$ cat src/rtl/alu_pkg.sv
// Shared ALU definitions: opcode encodings, controller state encoding and
// default opcode width. Imported by the ALU datapath and its sequencer.
package alu_pkg;

    localparam int ALU_OPW = 5;

    localparam logic [4:0] OP_LD   = 5'b00000;
    localparam logic [4:0] OP_LDI  = 5'b00001;
    localparam logic [4:0] OP_ST   = 5'b00010;
    localparam logic [4:0] OP_ADD  = 5'b00011;
    localparam logic [4:0] OP_SUB  = 5'b00100;
    localparam logic [4:0] OP_AND  = 5'b00101;
    localparam logic [4:0] OP_OR   = 5'b00110;
    localparam logic [4:0] OP_SHR  = 5'b00111;
    localparam logic [4:0] OP_SHRA = 5'b01000;
    localparam logic [4:0] OP_SHL  = 5'b01001;
    localparam logic [4:0] OP_ROR  = 5'b01010;
    localparam logic [4:0] OP_ROL  = 5'b01011;
    localparam logic [4:0] OP_ANDI = 5'b01100;
    localparam logic [4:0] OP_ADDI = 5'b01101;
    localparam logic [4:0] OP_ORI  = 5'b01110;
    localparam logic [4:0] OP_MUL  = 5'b01111;
    localparam logic [4:0] OP_DIV  = 5'b10000;
    localparam logic [4:0] OP_NEG  = 5'b10001;
    localparam logic [4:0] OP_NOT  = 5'b10010;

    typedef enum logic [2:0] {
        ST_IDLE,
        ST_LOAD_Y,
        ST_EXEC,
        ST_WAIT,
        ST_WB_LO,
        ST_WB_HI
    } state_e;

    // WAIT counter width; never narrower than one bit so MD_WAIT=0 still builds.
    function automatic int cnt_width(input int md_wait);
        return (md_wait > 0) ? $clog2(md_wait + 1) : 1;
    endfunction

endpackage

$ cat src/rtl/alu_op_class.sv
// Combinational opcode classifier: legal ALU op, unary op, multi-cycle mul/div.
module alu_op_class
    import alu_pkg::*;
#(
    parameter int OPW = ALU_OPW
) (
    input  logic [OPW-1:0] op_i,
    output logic           legal_o,
    output logic           unary_o,
    output logic           muldiv_o
);

    logic [31:0] op_w;

    always_comb begin
        op_w     = 32'(op_i);
        legal_o  = (op_w >= 32'(OP_ADD)) && (op_w <= 32'(OP_NOT));
        unary_o  = (op_w == 32'(OP_NEG)) || (op_w == 32'(OP_NOT));
        muldiv_o = (op_w == 32'(OP_MUL)) || (op_w == 32'(OP_DIV));
    end

endmodule

$ cat src/rtl/alu_seq_ctrl.sv
// Multi-cycle sequencer for the ALU/Y/Z datapath: load Y, execute into Z,
// then write Z low (and Z high for mul/div) back. Outputs are a Moore decode.
module alu_seq_ctrl
    import alu_pkg::*;
#(
    parameter int MD_WAIT = 2,
    parameter int OPW     = ALU_OPW
) (
    input  logic           clk,
    input  logic           rst,
    input  logic           start,
    input  logic [OPW-1:0] op_in,
    input  logic           flush,
    output logic           busy,
    output logic           done,
    output logic           err,
    output logic           ra_out,
    output logic           rb_out,
    output logic           yin,
    output logic [OPW-1:0] alu_op,
    output logic           zin,
    output logic           zlo_out,
    output logic           zhi_out,
    output logic           rz_in,
    output logic           lo_in,
    output logic           hi_in
);

    localparam int                 CNT_W    = cnt_width(MD_WAIT);
    localparam logic [CNT_W-1:0]   CNT_LOAD = (MD_WAIT > 0) ? CNT_W'(MD_WAIT - 1) : '0;

    state_e           state_q, state_d;
    logic [OPW-1:0]   op_q, op_d;
    logic             unary_q, unary_d;
    logic             muldiv_q, muldiv_d;
    logic [CNT_W-1:0] cnt_q, cnt_d;

    logic in_legal, in_unary, in_muldiv;

    alu_op_class #(
        .OPW(OPW)
    ) u_class (
        .op_i    (op_in),
        .legal_o (in_legal),
        .unary_o (in_unary),
        .muldiv_o(in_muldiv)
    );

    always_ff @(posedge clk or posedge rst) begin
        if (rst) begin
            state_q  <= ST_IDLE;
            op_q     <= '0;
            unary_q  <= 1'b0;
            muldiv_q <= 1'b0;
            cnt_q    <= '0;
        end else begin
            state_q  <= state_d;
            op_q     <= op_d;
            unary_q  <= unary_d;
            muldiv_q <= muldiv_d;
            cnt_q    <= cnt_d;
        end
    end

    always_comb begin
        state_d  = state_q;
        op_d     = op_q;
        unary_d  = unary_q;
        muldiv_d = muldiv_q;
        cnt_d    = cnt_q;

        busy    = 1'b0;
        done    = 1'b0;
        err     = 1'b0;
        ra_out  = 1'b0;
        rb_out  = 1'b0;
        yin     = 1'b0;
        alu_op  = '0;
        zin     = 1'b0;
        zlo_out = 1'b0;
        zhi_out = 1'b0;
        rz_in   = 1'b0;
        lo_in   = 1'b0;
        hi_in   = 1'b0;

        unique case (state_q)
            ST_IDLE: begin
                if (start && !flush) begin
                    if (in_legal) begin
                        op_d     = op_in;
                        unary_d  = in_unary;
                        muldiv_d = in_muldiv;
                        state_d  = in_unary ? ST_EXEC : ST_LOAD_Y;
                    end else begin
                        err = 1'b1;
                    end
                end
            end
            ST_LOAD_Y: begin
                busy    = 1'b1;
                ra_out  = 1'b1;
                yin     = 1'b1;
                state_d = ST_EXEC;
            end
            ST_EXEC, ST_WAIT: begin
                // Unary ops take their single operand straight from register A.
                busy   = 1'b1;
                alu_op = op_q;
                zin    = 1'b1;
                ra_out = unary_q;
                rb_out = !unary_q;
                if (state_q == ST_EXEC) begin
                    if (muldiv_q && (MD_WAIT > 0)) begin
                        state_d = ST_WAIT;
                        cnt_d   = CNT_LOAD;
                    end else begin
                        state_d = ST_WB_LO;
                    end
                end else if (cnt_q == '0) begin
                    state_d = ST_WB_LO;
                end else begin
                    cnt_d = cnt_q - CNT_W'(1);
                end
            end
            ST_WB_LO: begin
                busy    = 1'b1;
                zlo_out = 1'b1;
                if (muldiv_q) begin
                    lo_in   = 1'b1;
                    state_d = ST_WB_HI;
                end else begin
                    rz_in   = 1'b1;
                    done    = 1'b1;
                    state_d = ST_IDLE;
                end
            end
            ST_WB_HI: begin
                busy    = 1'b1;
                zhi_out = 1'b1;
                hi_in   = 1'b1;
                done    = 1'b1;
                state_d = ST_IDLE;
            end
            default: state_d = ST_IDLE;
        endcase

        // Abort overrides every transition but leaves this cycle's outputs intact.
        if (flush) begin
            state_d  = ST_IDLE;
            op_d     = op_q;
            unary_d  = unary_q;
            muldiv_d = muldiv_q;
            cnt_d    = '0;
        end
    end

endmodule

$ cat config.mk
export PLATFORM = sky130hd
export DESIGN_NAME = alu_seq_ctrl
export DESIGN_NICKNAME = d
export VERILOG_FILES = /design/src/rtl/alu_pkg.sv /design/src/rtl/alu_op_class.sv /design/src/rtl/alu_seq_ctrl.sv
export SDC_FILE = /design/constraint.sdc
export NUM_CORES = 1
export LEC_CHECK = 0
export ABC_AREA = 1
export ABC_CLOCK_PERIOD_IN_PS = 1300
export CORE_MARGIN = 2
export CORE_UTILIZATION = 25
export CTS_CLUSTER_SIZE = 40
export DETAILED_ROUTE_END_ITERATION = 6
export PLACE_DENSITY = 0.55
export SKIP_CTS_REPAIR_TIMING = 1
export SYNTH_ARGS = -nofsm -noshare
export SYNTH_HDL_FRONTEND = slang
export SYNTH_SLANG_ARGS = --single-unit
$ cat constraint.sdc
create_clock -name clk -period 1.3 [get_ports clk]
set_clock_uncertainty 0.1 [all_clocks]
set_input_delay 0.26 -clock clk [delete_from_list [all_inputs] [get_ports clk]]
set_output_delay 0.26 -clock clk [all_outputs]
set_load 0.05 [all_outputs]
==> reports/qor.yml, run 1 <==
global_route:
  grt_pass1_wl_mm: 3.891
  track_usage: 0.1418
  grt_overflow_total: 0
  grt_pass1_vias: 918
  antenna_found_initial: 0
  grt_max_degree: 13
yosys:
  ys_warn_count: 0
  synth_cell_types: 21
  synth.area.top_cells: "dfrtp_1 37%, nand2_1 11%, nor2_1 9.3%"
  yosysTopAreaCellShare: 0.3721
  synth_top_area_cell: "dfrtp_1"
  synthCells: 114
  synth-edff-count: 0
  syn_area_sq_um: 807.0
  ys_seq_area_frac: 0.3721
  synthFlopType: "dfrtp_1"
  avgSynthCellArea_sq_um: 7.079
  synth_nets: 124
  ys_seq_elements: 12
  yosysMostFrequentCell: "nand2_1"
  synthArstFlopShare: 1.000
  ys_top_cells_by_count: "23 x nand2_1, 20 x nor2_1, 18 x inv_1, 12 x dfrtp_1, 7 x o21ai_0"
pwr:
  clock_power_share: 0.111
  seq_power_share: 0.240
  p_sw_mw: 1.032
  powerDensity_mw_per_mm2: 1264
  p_leak_nw: 0.8758
  p_int_mw: 1.341
  peakVddDrop_uv: 700.9
  switching_share: 0.4350
  comb_power_share: 0.649
outcome:
  violations: "negative setup slack"
  status: "finished, violations left"
floorplan:
  die_h_um: 60.82
  die_area_sq_mm: 0.003698
  std_cell_rows: 20
  chipWidth_um: 60.82
  io_pins: 26
  start_util: 0.2643
  fp.coreArea_sq_mm: 0.003053
critical_path:
  worstPathRequired_ns: 0.94
  worstSetupEndpointType: "primary output"
  worstPathMaxFanout: 7
  crit_type: "reg -> out"
  worstPathArrival_ns: 1.37
  start_kind: "register"
timing:
  fin_crit_ns: 1.730
  post-route-period-util: 1.331
  fmax_ghz: 0.5779
  fin_ws_ns: -0.4304
  setup_viol: 29
  relSlewSlack: 0.8423
  slew_viol_final: 0
  rsz0062_at_grt: "yes"
  tns_ns: -8.222
  hold_viol_final: 0
  tightestPinTransition_ns: 0.2366
clock_network:
  clk_latency_ns: 0.28
  cts-root-buf: "clkbuf_4"
  cts_buffer_depth: 2
  numCtsBuffers: 3
  clkTransAtPathRegs_ns: 0.09
  tritoncts: "yes"
  cts_num_sinks: 12
  cts_max_level: 1
finish:
  area_delta_synth_final_pct: 132.7
  n_antenna_cell: 0
  final_cells: 224
  fin_nets: 191
  drive_gt1_frac: 0.6222
placed_design:
  hpwl_mm: 1.880
  place.gp.congestion: 0.7319
  port_buffers: 25
  dp_cells: 213
route:
  firstDrtPassIters: 4
  drc: 0
  vias: 967
  wirelength_mm: 2.401
  wl_per_cell_um: 10.72
  via_per_inst: 4.317
  postRouteAntennaNets: 0
  first_iter_violations: 7
worst_hold_path:
  hp-class: "in -> async"
job:
  drv_cap: 0
==> routing by layer <==
| metal | up-vias | GRT usage | part of all wire |
|---|---|---|---|
| li1 | 492 | - | - |
| met1 | 452 | 0.1880 | 0.43 |
| met2 | 19 | 0.2335 | 0.53 |
| met3 | 4 | 0.01279 | 0.021 |
| met4 | 0 | 0.06522 | 0.018 |
| met5 | - | 0 | 0 |
==> state kept, by name (all words and copies together), names as in the netlist <==
signal,flops
state_q,3
muldiv_q,1
unary_q,1
op_q,5
cnt_q,2
==> area by class of cell <==
class / instances / area (sq um)
multi-input combinational: 78 / 615.6
tap: 44 / 55.05
fill: 288 / 1175
timing repair buffer: 65 / 784.5
inverter: 21 / 92.59
clock buffer: 4 / 26.28
sequential: 12 / 304.0
==> worst paths after layout <==
kind	start	endpoint	slack, ns	cells past startpoint
max in group asynchronous	rst	state_q[2]	0.75	3
min in group clk	op_in[1]	op_q[1]	0.29	4
hold reg to reg	cnt_q[1]	cnt_q[1]	0.42	2
setup reg to reg	state_q[2]	state_q[0]	-0.19	8
setup / recovery	state_q[2]	err	-0.43	4
hold / removal	rst	op_q[3]	0.17	3
==> cells by family (layout without fill, tap and decap cells) <==
kind of cell | after synthesis | count (layout) | synth area share
adder cells (fa/ha/maj) | 1 | 1 | 0.01550
AND/OR/NAND/NOR | 61 | 61 | 0.3473
buffers and inverters | 24 | 90 | 0.1333
AO/OA/AOI/OAI | 16 | 16 | 0.1318
flip-flops | 12 | 12 | 0.3721
==> power by group through the flow <==
stage	Clock, mW	Combinational (mW)	Sequential (mW)
floorplan	0	0.718	0.552
global placement	0	1.30	0.551
detailed placement	0	1.32	0.556
CTS	0.269	1.32	0.548
global route	0.293	1.64	0.584
finish	0.263	1.54	0.569
==> layout by cell type, fill, tap and decap left out, drive strengths merged <==
cell / n
nor3: 4
nand2: 24
ha: 1
nand3: 7
and2: 1
clkinvlp: 1
o21ai: 11
dfrtp: 12
nand4: 3
clkbuf: 4
buf: 57
inv: 20
dlymetal6s2s: 4
clkdlybuf4s50: 4
nor2: 22
a21oi: 5
==> through the flow <==
stage                     worst slack [ns]  hold slack [ns]    util  total power [mW]  cell area, sq um
after floorplan                    -0.3531          0.02456       -             1.270             937.1
after global placement             -0.5020           0.3747  0.5381             1.855              1643
after detailed placement           -0.5339           0.3771  0.5381             1.878              1643
after CTS                          -0.5134           0.1769  0.5467             2.143              1669
after global routing               -0.5022           0.1930  0.6152             2.517              1878
final                              -0.4304           0.1689  0.6152             2.373              1878
==> worst max-delay path: stages, from the launching register on <==
cell and delay [ns]:
dfrtp_2 0.50, nor3_4 0.25, nand2_2 0.09, nor2_4 0.11, buf_12 0.14
(Power assumes the default switching activity.)
==> run 2: changes to the inputs <==
--- a/config.mk
+++ b/config.mk
@@ -6,12 +6,12 @@
 export NUM_CORES = 1
 export LEC_CHECK = 0
 export ABC_AREA = 1
-export ABC_CLOCK_PERIOD_IN_PS = 1300
+export ABC_CLOCK_PERIOD_IN_PS = 1700
 export CORE_MARGIN = 2
 export CORE_UTILIZATION = 25
 export CTS_CLUSTER_SIZE = 40
 export DETAILED_ROUTE_END_ITERATION = 6
-export PLACE_DENSITY = 0.55
+export PLACE_DENSITY = 0.54
 export SKIP_CTS_REPAIR_TIMING = 1
 export SYNTH_ARGS = -nofsm -noshare
 export SYNTH_HDL_FRONTEND = slang
==> constraint.sdc (replaced) <==
create_clock -name clk -period 1.7 [get_ports clk]
set_clock_uncertainty 0.1 [all_clocks]
set_input_delay 0.34 -clock clk [delete_from_list [all_inputs] [get_ports clk]]
set_output_delay 0.34 -clock clk [all_outputs]
set_load 0.05 [all_outputs]
==> run 2 against run 1 <==
  * Clock power fell by 34%
  * The flow still finishes with violations (negative setup slack)
  * Largest cell class unchanged
  * Via count shrank 5.7%
  * Die area did not move
  * First-iteration DRC count grew to 2.6 times the previous value
  * Count of clock-buffer cells in the layout shrank 1
==> reports/qor.yml, run 2 (synthesized netlist as in run 1, its figures left out) <==
global_route:
  grt_pass1_vias: 812
  grt_pass1_wl_mm: 3.387
  grt_max_degree: 13
  grt_overflow_total: 0
  antenna_found_initial: 0
  track_usage: 0.1211
placed_design:
  place.gp.congestion: 0.7624
  place_ws_ns: -0.2556
  port_buffers: 25
  hpwl_mm: 1.578
timing:
  rsz0062_at_grt: "yes"
  tns_ns: -1.864
  slew_viol_final: 0
  hold_viol_final: 0
  tightestPinTransition_ns: 0.4763
  setup_viol: 17
  relSlewSlack: 0.6821
  fin_ws_ns: -0.1611
  post-route-period-util: 1.095
  fmax_ghz: 0.5373
  fin_crit_ns: 1.861
route:
  firstDrtPassIters: 4
  drc: 0
  first_iter_violations: 18
  vias: 912
  wl_per_cell_um: 10.05
  wirelength_mm: 2.080
  via_per_inst: 4.406
  postRouteAntennaNets: 0
critical_path:
  worstSetupEndpointType: "primary output"
  worstPathArrival_ns: 1.42
  worstPathRequired_ns: 1.26
  start_kind: "register"
  worstPathMaxFanout: 4
  crit_type: "reg -> out"
floorplan:
  die_area_sq_mm: 0.003698
  io_pins: 26
  start_util: 0.2643
  die_h_um: 60.82
  std_cell_rows: 20
  chipWidth_um: 60.82
  fp.coreArea_sq_mm: 0.003053
clock_network:
  numCtsBuffers: 3
  tritoncts: "yes"
  clkTransAtPathRegs_ns: 0.08
  cts_num_sinks: 12
  cts-root-buf: "clkbuf_4"
  clk_latency_ns: 0.26
  cts_buffer_depth: 2
  cts_max_level: 1
pwr:
  peakVddDrop_uv: 459.2
  powerDensity_mw_per_mm2: 951.3
  p_leak_nw: 0.7526
  total_power_mw: 1.498
outcome:
  status: "finished, violations left"
  violations: "negative setup slack"
finish:
  fin_nets: 175
  area_delta_synth_final_pct: 95.19
  largest_register_ff_count: 5
  drive_gt1_frac: 0.4663
  layout_commonest_cell: "buf_4"
  top_regs: "op_q x5, state_q x3, cnt_q x2"
  registers.top_by_ff_count: "op_q"
  n_antenna_cell: 0
  final_cell_mix: "21 x buf_4, 20 x nand2_1, 18 x buf_12"
job:
  drv_cap: 0
worst_hold_path:
  hp-class: "in -> async"
run 2: cell types whose count changed in the layout (fill, tap and decap cells not counted), moves of 4 or more:
cell,before,now
nor2_4,13,9
buf_4,28,21
nor2_1,7,11
buf_6,11,2
nand2_1,14,20
run 2: final cells by class:
type                       instances  area, sq um
fill                             306         1478
clock buffer                       3        22.52
multi-input combinational         78        485.5
tap                               44        55.05
timing repair buffer              49        625.6
sequential                        12        302.8
inverter                          21        83.83
run 2: metal layers:
metal,routed length (um),global-route usage,up-vias
met3,69,0.006397,5
met2,1040,0.1966,26
met5,0,0,-
met1,927,0.1617,424
met4,42,0.06522,0
li1,-,-,457
run 2: metrics by stage:
| stage | instances | cell area [sq um] | util | hold WS [ns] |
|---|---|---|---|---|
| final | 207 | 1575 | 0.5160 | 0.2864 |
| after global placement | 196 | 1396 | 0.4574 | 0.3689 |
| after CTS | 199 | 1419 | 0.4648 | 0.2972 |
| after global routing | 207 | 1575 | 0.5160 | 0.3498 |
| after detailed placement | 196 | 1396 | 0.4574 | 0.3686 |
| after floorplan | 114 | 827.0 | - | 0.1047 |
run 2: final timing paths:
path / from / to / slack [ns] / cells past startpoint
max: state_q[1] / err / -0.16 / 6
max in group asynchronous: rst / state_q[2] / 0.86 / 2
min reg2reg: op_q[1] / op_q[1] / 0.38 / 2
min in group clk: op_in[2] / op_q[2] / 0.38 / 3
max reg2reg: state_q[1] / muldiv_q / 0.10 / 7
min: rst / op_q[4] / 0.29 / 2
run 2: critical path, stage by stage (launching register included):
cell and delay [ns]:
dfrtp_1 0.43, inv_4 0.11, nand2_4 0.07, nor3_4 0.17
nand2_1 0.08, nor2_2 0.15, buf_12 0.15
run 2: power breakdown:
part | internal (mW) | switching, mW | leakage (nW)
Sequential | 0.360 | 0.0526 | 0.150
Clock | 0.0819 | 0.0907 | 0.0138
Combinational | 0.404 | 0.510 | 0.589
Total | 0.845 | 0.653 | 0.753
